$ cat src/rtl/muldiv_pkg.sv
// Shared definitions for the iterative multiply/divide sequencer.
// Holds the op encodings, FSM state encoding and default datapath width.
// Imported by muldiv_sequencer and muldiv_step.
package muldiv_pkg;

  localparam int XLEN_DEFAULT = 32;

  typedef enum logic [1:0] {
    OP_MULT  = 2'b00,
    OP_MULTU = 2'b01,
    OP_DIV   = 2'b10,
    OP_DIVU  = 2'b11
  } op_t;

  typedef enum logic [1:0] {
    S_IDLE  = 2'b00,
    S_RUN   = 2'b01,
    S_FIXUP = 2'b10
  } state_t;

  function automatic logic is_signed_op(input op_t o);
    return (o == OP_MULT) || (o == OP_DIV);
  endfunction

endpackage

$ cat src/rtl/muldiv_step.sv
// One combinational iteration of the shared multiply/divide datapath.
// Ports: is_div selects restoring-divide vs shift-add; acc/q are the working
// pair {HI-side accumulator, LO-side operand}; m is multiplicand or divisor.
module muldiv_step
  import muldiv_pkg::*;
#(
  parameter int XLEN = XLEN_DEFAULT
) (
  input  logic            is_div,
  input  logic [XLEN-1:0] acc,
  input  logic [XLEN-1:0] q,
  input  logic [XLEN-1:0] m,
  output logic [XLEN-1:0] acc_nxt,
  output logic [XLEN-1:0] q_nxt
);

  logic [XLEN:0] sum;
  logic [XLEN:0] shl;
  logic [XLEN:0] diff;

  always_comb begin
    sum  = {1'b0, acc} + (q[0] ? {1'b0, m} : '0);
    shl  = {acc, q[XLEN-1]};
    diff = shl - {1'b0, m};
    if (is_div) begin
      // The partial remainder always stays below the divisor, so the top
      // bit of diff is a clean borrow flag: clear means the subtract fits.
      if (!diff[XLEN]) begin
        acc_nxt = diff[XLEN-1:0];
        q_nxt   = {q[XLEN-2:0], 1'b1};
      end else begin
        acc_nxt = shl[XLEN-1:0];
        q_nxt   = {q[XLEN-2:0], 1'b0};
      end
    end else begin
      // Right-shifting the {carry,acc,q} product register by one.
      acc_nxt = sum[XLEN:1];
      q_nxt   = {sum[0], q[XLEN-1:1]};
    end
  end

endmodule

$ cat src/rtl/muldiv_sequencer.sv
// Controller for the shared iterative multiply/divide unit and HI/LO pair.
// Ports: start/op/rs_val/rt_val launch an op; mf_req/mt_hi/mt_lo/mt_data access
// HI/LO; flush squashes; hi/lo/busy/done/stall report status to the pipeline.
module muldiv_sequencer
  import muldiv_pkg::*;
#(
  parameter int XLEN = XLEN_DEFAULT
) (
  input  logic            clk,
  input  logic            rst_n,
  input  logic            start,
  input  logic [1:0]      op,
  input  logic [XLEN-1:0] rs_val,
  input  logic [XLEN-1:0] rt_val,
  input  logic            mf_req,
  input  logic            mt_hi,
  input  logic            mt_lo,
  input  logic [XLEN-1:0] mt_data,
  input  logic            flush,
  output logic [XLEN-1:0] hi,
  output logic [XLEN-1:0] lo,
  output logic            busy,
  output logic            done,
  output logic            stall
);

  localparam int CNT_W = $clog2(XLEN) + 1;

  state_t            state, state_nxt;
  logic [CNT_W-1:0]  cnt;
  logic [XLEN-1:0]   acc, q, m;
  logic [XLEN-1:0]   acc_nxt, q_nxt;
  logic              is_div, neg_res, neg_rem, div_zero;

  logic              sgn;
  logic [XLEN-1:0]   rs_mag, rt_mag;
  logic [2*XLEN-1:0] prod_fix;
  logic [XLEN-1:0]   quo_fix, rem_fix;

  muldiv_step #(.XLEN(XLEN)) u_step (
    .is_div  (is_div),
    .acc     (acc),
    .q       (q),
    .m       (m),
    .acc_nxt (acc_nxt),
    .q_nxt   (q_nxt)
  );

  always_comb begin
    sgn    = is_signed_op(op_t'(op));
    rs_mag = (sgn && rs_val[XLEN-1]) ? -rs_val : rs_val;
    rt_mag = (sgn && rt_val[XLEN-1]) ? -rt_val : rt_val;
  end

  // Sign fix-up on the magnitude result. Divide-by-zero leaves the
  // remainder equal to the dividend magnitude, so restoring its sign gives
  // back rs_val; only the quotient needs forcing to all ones.
  always_comb begin
    prod_fix = neg_res ? -{acc, q} : {acc, q};
    quo_fix  = div_zero ? '1 : (neg_res ? -q : q);
    rem_fix  = neg_rem ? -acc : acc;
  end

  always_ff @(posedge clk) begin
    if (!rst_n) state <= S_IDLE;
    else        state <= state_nxt;
  end

  always_comb begin
    state_nxt = state;
    case (state)
      S_IDLE:  if (start && !flush) state_nxt = S_RUN;
      S_RUN: begin
        if (flush)                          state_nxt = S_IDLE;
        else if (cnt == CNT_W'(XLEN - 1))   state_nxt = S_FIXUP;
      end
      S_FIXUP: state_nxt = S_IDLE;
      default: state_nxt = S_IDLE;
    endcase
  end

  always_ff @(posedge clk) begin
    if (!rst_n) begin
      cnt      <= '0;
      acc      <= '0;
      q        <= '0;
      m        <= '0;
      is_div   <= 1'b0;
      neg_res  <= 1'b0;
      neg_rem  <= 1'b0;
      div_zero <= 1'b0;
      hi       <= '0;
      lo       <= '0;
      done     <= 1'b0;
    end else begin
      done <= 1'b0;
      case (state)
        S_IDLE: if (!flush) begin
          if (mt_hi) hi <= mt_data;
          if (mt_lo) lo <= mt_data;
          if (start) begin
            cnt      <= '0;
            acc      <= '0;
            is_div   <= op[1];
            // Multiply walks the multiplier through q; divide shifts the
            // dividend out of q while the quotient shifts in behind it.
            q        <= op[1] ? rs_mag : rt_mag;
            m        <= op[1] ? rt_mag : rs_mag;
            neg_res  <= sgn && (rs_val[XLEN-1] ^ rt_val[XLEN-1]);
            neg_rem  <= sgn && rs_val[XLEN-1];
            div_zero <= op[1] && (rt_val == '0);
          end
        end
        S_RUN: if (!flush) begin
          acc <= acc_nxt;
          q   <= q_nxt;
          cnt <= cnt + 1'b1;
        end
        S_FIXUP: if (!flush) begin
          if (is_div) begin
            hi <= rem_fix;
            lo <= quo_fix;
          end else begin
            hi <= prod_fix[2*XLEN-1:XLEN];
            lo <= prod_fix[XLEN-1:0];
          end
          done <= 1'b1;
        end
        default: ;
      endcase
    end
  end

  always_comb begin
    busy  = (state != S_IDLE);
    stall = (start | mf_req | mt_hi | mt_lo) & busy;
  end

endmodule

$ cat config.mk
export PLATFORM = sky130hd
export DESIGN_NAME = muldiv_sequencer
export DESIGN_NICKNAME = d
export VERILOG_FILES = /design/src/rtl/muldiv_pkg.sv /design/src/rtl/muldiv_step.sv /design/src/rtl/muldiv_sequencer.sv
export SDC_FILE = /design/constraint.sdc
export NUM_CORES = 1
export LEC_CHECK = 0
export BUFFER_PORTS_ARGS = -buffer_cell sky130_fd_sc_hd__clkbuf_2
export CORE_MARGIN = 8
export CORE_UTILIZATION = 45
export DETAILED_ROUTE_END_ITERATION = 10
export PLACE_DENSITY_LB_ADDON = 0.1
export SLEW_MARGIN = 20
export SYNTH_ARGS = -nofsm -noshare
export SYNTH_HDL_FRONTEND = slang
export SYNTH_SLANG_ARGS = --single-unit
$ cat constraint.sdc
create_clock -name clk -period 3.5 [get_ports clk]
set_input_delay 0 -clock clk [delete_from_list [all_inputs] [get_ports clk]]
set_output_delay 0 -clock clk [all_outputs]
set_load 0.005 [all_outputs]
==> impl_metrics.tcl <==
set metrics [dict create \
    final_layout_size_suffix_gt1_share_pct 16.6 \
    ios 172 \
    num_antenna_cells 0 \
    start_util_pct 45.8 \
    track_usage_pct 30.9 \
    slew_headroom_pct 26.6 \
    crit_arrival_ps 3740 \
    critPathKind "reg -> reg" \
    hold_viol_final 0 \
    peakVddDrop_v 0.000372 \
    fmax_ghz 0.295 \
    cts_max_level 4 \
    syn_avg_cell_area_sq_um 7.26 \
    synthArstFlopShare_pct 0 \
    fin_nets 2380 \
    die_w_um 195 \
    cap_violations 0 \
    finalCritPeriodShare_pct 96.7 \
    pre_cts_slack_ps 35.6 \
    dr.pass1.iters 5 \
    drc 0 \
    overflow 0 \
    yosys.area.top_type_share_pct 23.9 \
    synth_top_cell_by_area "dfxtp_1" \
    synth_fp_nets 2170 \
    antenna_found_initial 1 \
    wl_per_cell_um 23.3 \
    wl_mm 61.0 \
    final_cell_mix "a21oi_1, nand2_1, nor2_1" \
    grt_pass1_vias 15141 \
    dr_total_vias 16138 \
    worstPathMaxFanout 21 \
    tns_ps 0 \
    viasPerCell 6.16 \
    reg2reg_to "acc[1]" \
    period_minus_slack_ps 3390 \
    die-area_sq_um 38200 \
    synth-seq-cells 173 \
    ys_seq_area_share_pct 23.9 \
    cp-end-kind "flop" \
    power.density_nw_per_um2 342 \
    synth_warnings 0 \
    clk_pin_slew_worst_paths_ps 80 \
    cp-endpoint "acc[1]" \
    rsz0062_at_grt "no" \
    die_h_um 195 \
    finalSetupViolCount 0 \
    ys_top_cells_by_area "dfxtp_1, a21oi_1, o21ai_0" \
    fin_ws_ps 114 \
    rrSetupSlack_ps 110 \
    dr.first_iter.drc_count 1701 \
    cp.required_ps 3860 \
    synth-edff-count 0 \
    fin_cells 2619 \
    slew_violations 0 \
    io_buffers 171 \
    clock-sinks 173 \
    grt_pass1_wl_mm 92.6 \
    hold_path.class "in -> reg" \
    nFillCells 3092 \
    outcome "finished, final reports clean" \
    synth_cell_types 77 \
    grt_start_max_net_pins 57 \
    core_sq_um 31600 \
    rr_startpoint "q[31]" \
    ff2ff_path_depth 14 \
    final_common_cell "a21oi_1" \
    place_inst 2553 \
    numCtsBuffers 17 \
    critPathLaunch "q[31]" \
    insertion_delay_ps 460 \
    synthCells 1994 \
    cts_buffer_depth 2 \
    rows 65 \
    fin_worst_skew_ps 13.8 \
    ant_nets 0 \
    cts_tree "done" \
    dp_hpwl_mm 48.2 \
    tightest_slew_ps 1100 \
    cp-start-kind "flop" \
    area_delta_synth_final_pct 19.4 \
    power_leakage_nw 7.30 \
    post-cts-setup-buffer-count 0 \
    routabilityCongestion 1.02 \
    syn_area_sq_um 14500 \
    cts_root_buf "clkbuf_16" \
    synthFlopType "dfxtp_1" \
]
synthesized netlist by cell type (4+ instances only):
master / count
o221ai_1: 33
xnor2_1: 92
dfxtp_1: 173
a211oi_1: 30
a31oi_1: 23
or3_1: 17
nand2_1: 205
and3_1: 12
a311o_1: 4
o21a_1: 15
nor3_1: 57
nand2b_1: 17
buf_1: 10
ha_1: 69
a311oi_1: 6
mux2_2: 9
or2_2: 6
buf_2: 7
o22ai_1: 6
inv_1: 61
a221oi_1: 7
o41ai_1: 9
nand4_1: 12
mux2i_1: 72
o21ai_1: 9
clkbuf_1: 111
xor2_1: 77
a21oi_1: 231
and2_1: 9
a22oi_1: 14
or4_1: 11
nor4_1: 19
a21o_1: 27
nor2_1: 200
nor2b_1: 13
nand3_1: 35
o31ai_1: 23
o211ai_1: 15
nor3b_1: 6
o21bai_1: 6
o21ai_0: 174
nand3b_1: 4
registers in the layout (all words and copies together), names as in the netlist:
name and cells:
state 2, q 32, is_div 1, done 1, m 32, acc 32
hi 32, neg_rem 1, cnt 6, neg_res 1, lo 32, div_zero 1
worst max-delay path, stage by stage, from the launching register on:
cell and delay [ps]:
dfxtp_1 340, inv_1 60, ha_1 210, fa_1 410, nand2b_1 200, a21oi_2 210
o21ai_0 200, o21ai_2 330, a2111oi_4 140, nor2_1 140, buf_4 160, xor2_4 220
buf_12 230, nor3_1 60, o311a_1 360
logic make-up after synthesis:
logic type / count (synthesis) / share of synthesized area [%]
xor gates and xnor gates: 169 / 10.2
adders and majority gates: 71 / 6.24
and+or+nand+nor: 641 / 20.5
DFF: 173 / 23.9
buffers and inverters: 193 / 5.25
AOI/OAI and AO/OA: 666 / 28.2
muxes: 81 / 5.68
timing repair:
| item | 4_1_cts | 5_1_grt |
|---|---|---|
| pin swaps | 0 | 2 |
| endpoints found under the setup margin | 2 | 29 |
| endpoints found under the hold margin | 61 | 0 |
| hold buffers | 34 | 0 |
| resized for setup | 1 | 14 |
per-layer routing:
metal  GRT usage (%)  wire, um  up-vias  share of wire, %
met4            11.0      2120        2               3.5
met1            42.6     27000     7673                44
li1                -         -     7620                 -
met2            48.2     27100      754                44
met5               0        13        -             0.021
met3            4.87      4790       89               7.9
power by group:
group / internal [mW] / switching, mW / total [mW]
registers: 2.07 / 0.0994 / 2.17
clock network: 1.06 / 0.962 / 2.02
logic: 0.658 / 1.06 / 1.72
total: 3.78 / 2.13 / 5.91
layout make-up:
class	count	area [sq um]	share of cell area, %
inverters	61	229	1.32
well taps	402	503	2.91
clock inverters	12	145	0.840
multi-input cells	1628	10300	59.9
clock buffers	20	457	2.64
repair buffers	323	2140	12.4
flip-flops and latches	173	3470	20.1
stage by stage:
stage	cell area (sq um)	util [%]	hold WS, ps	power (mW)
final	17300	54.6	19.2	5.91
after global routing	17300	54.6	41.3	6.14
after CTS	17200	54.5	15.7	5.87
after detailed placement	16300	51.5	284	3.85
after global placement	16300	51.5	286	3.84
after floorplan	14500	-	122	3.18
how the worst min path moves through the flow:
stage	start	endpoint	slack, ps	cells after the start
2_1_floorplan	mt_lo	stall	120	2
3_3_place_gp	mt_data[4]	hi[4]	290	3
3_5_place_dp	mt_data[13]	hi[13]	280	3
4_1_cts	rs_val[0]	m[0]	20	3
5_1_grt	rs_val[0]	m[0]	40	3
6_report	rs_val[25]	q[25]	20	4
Power figures use the tool's default switching activity.
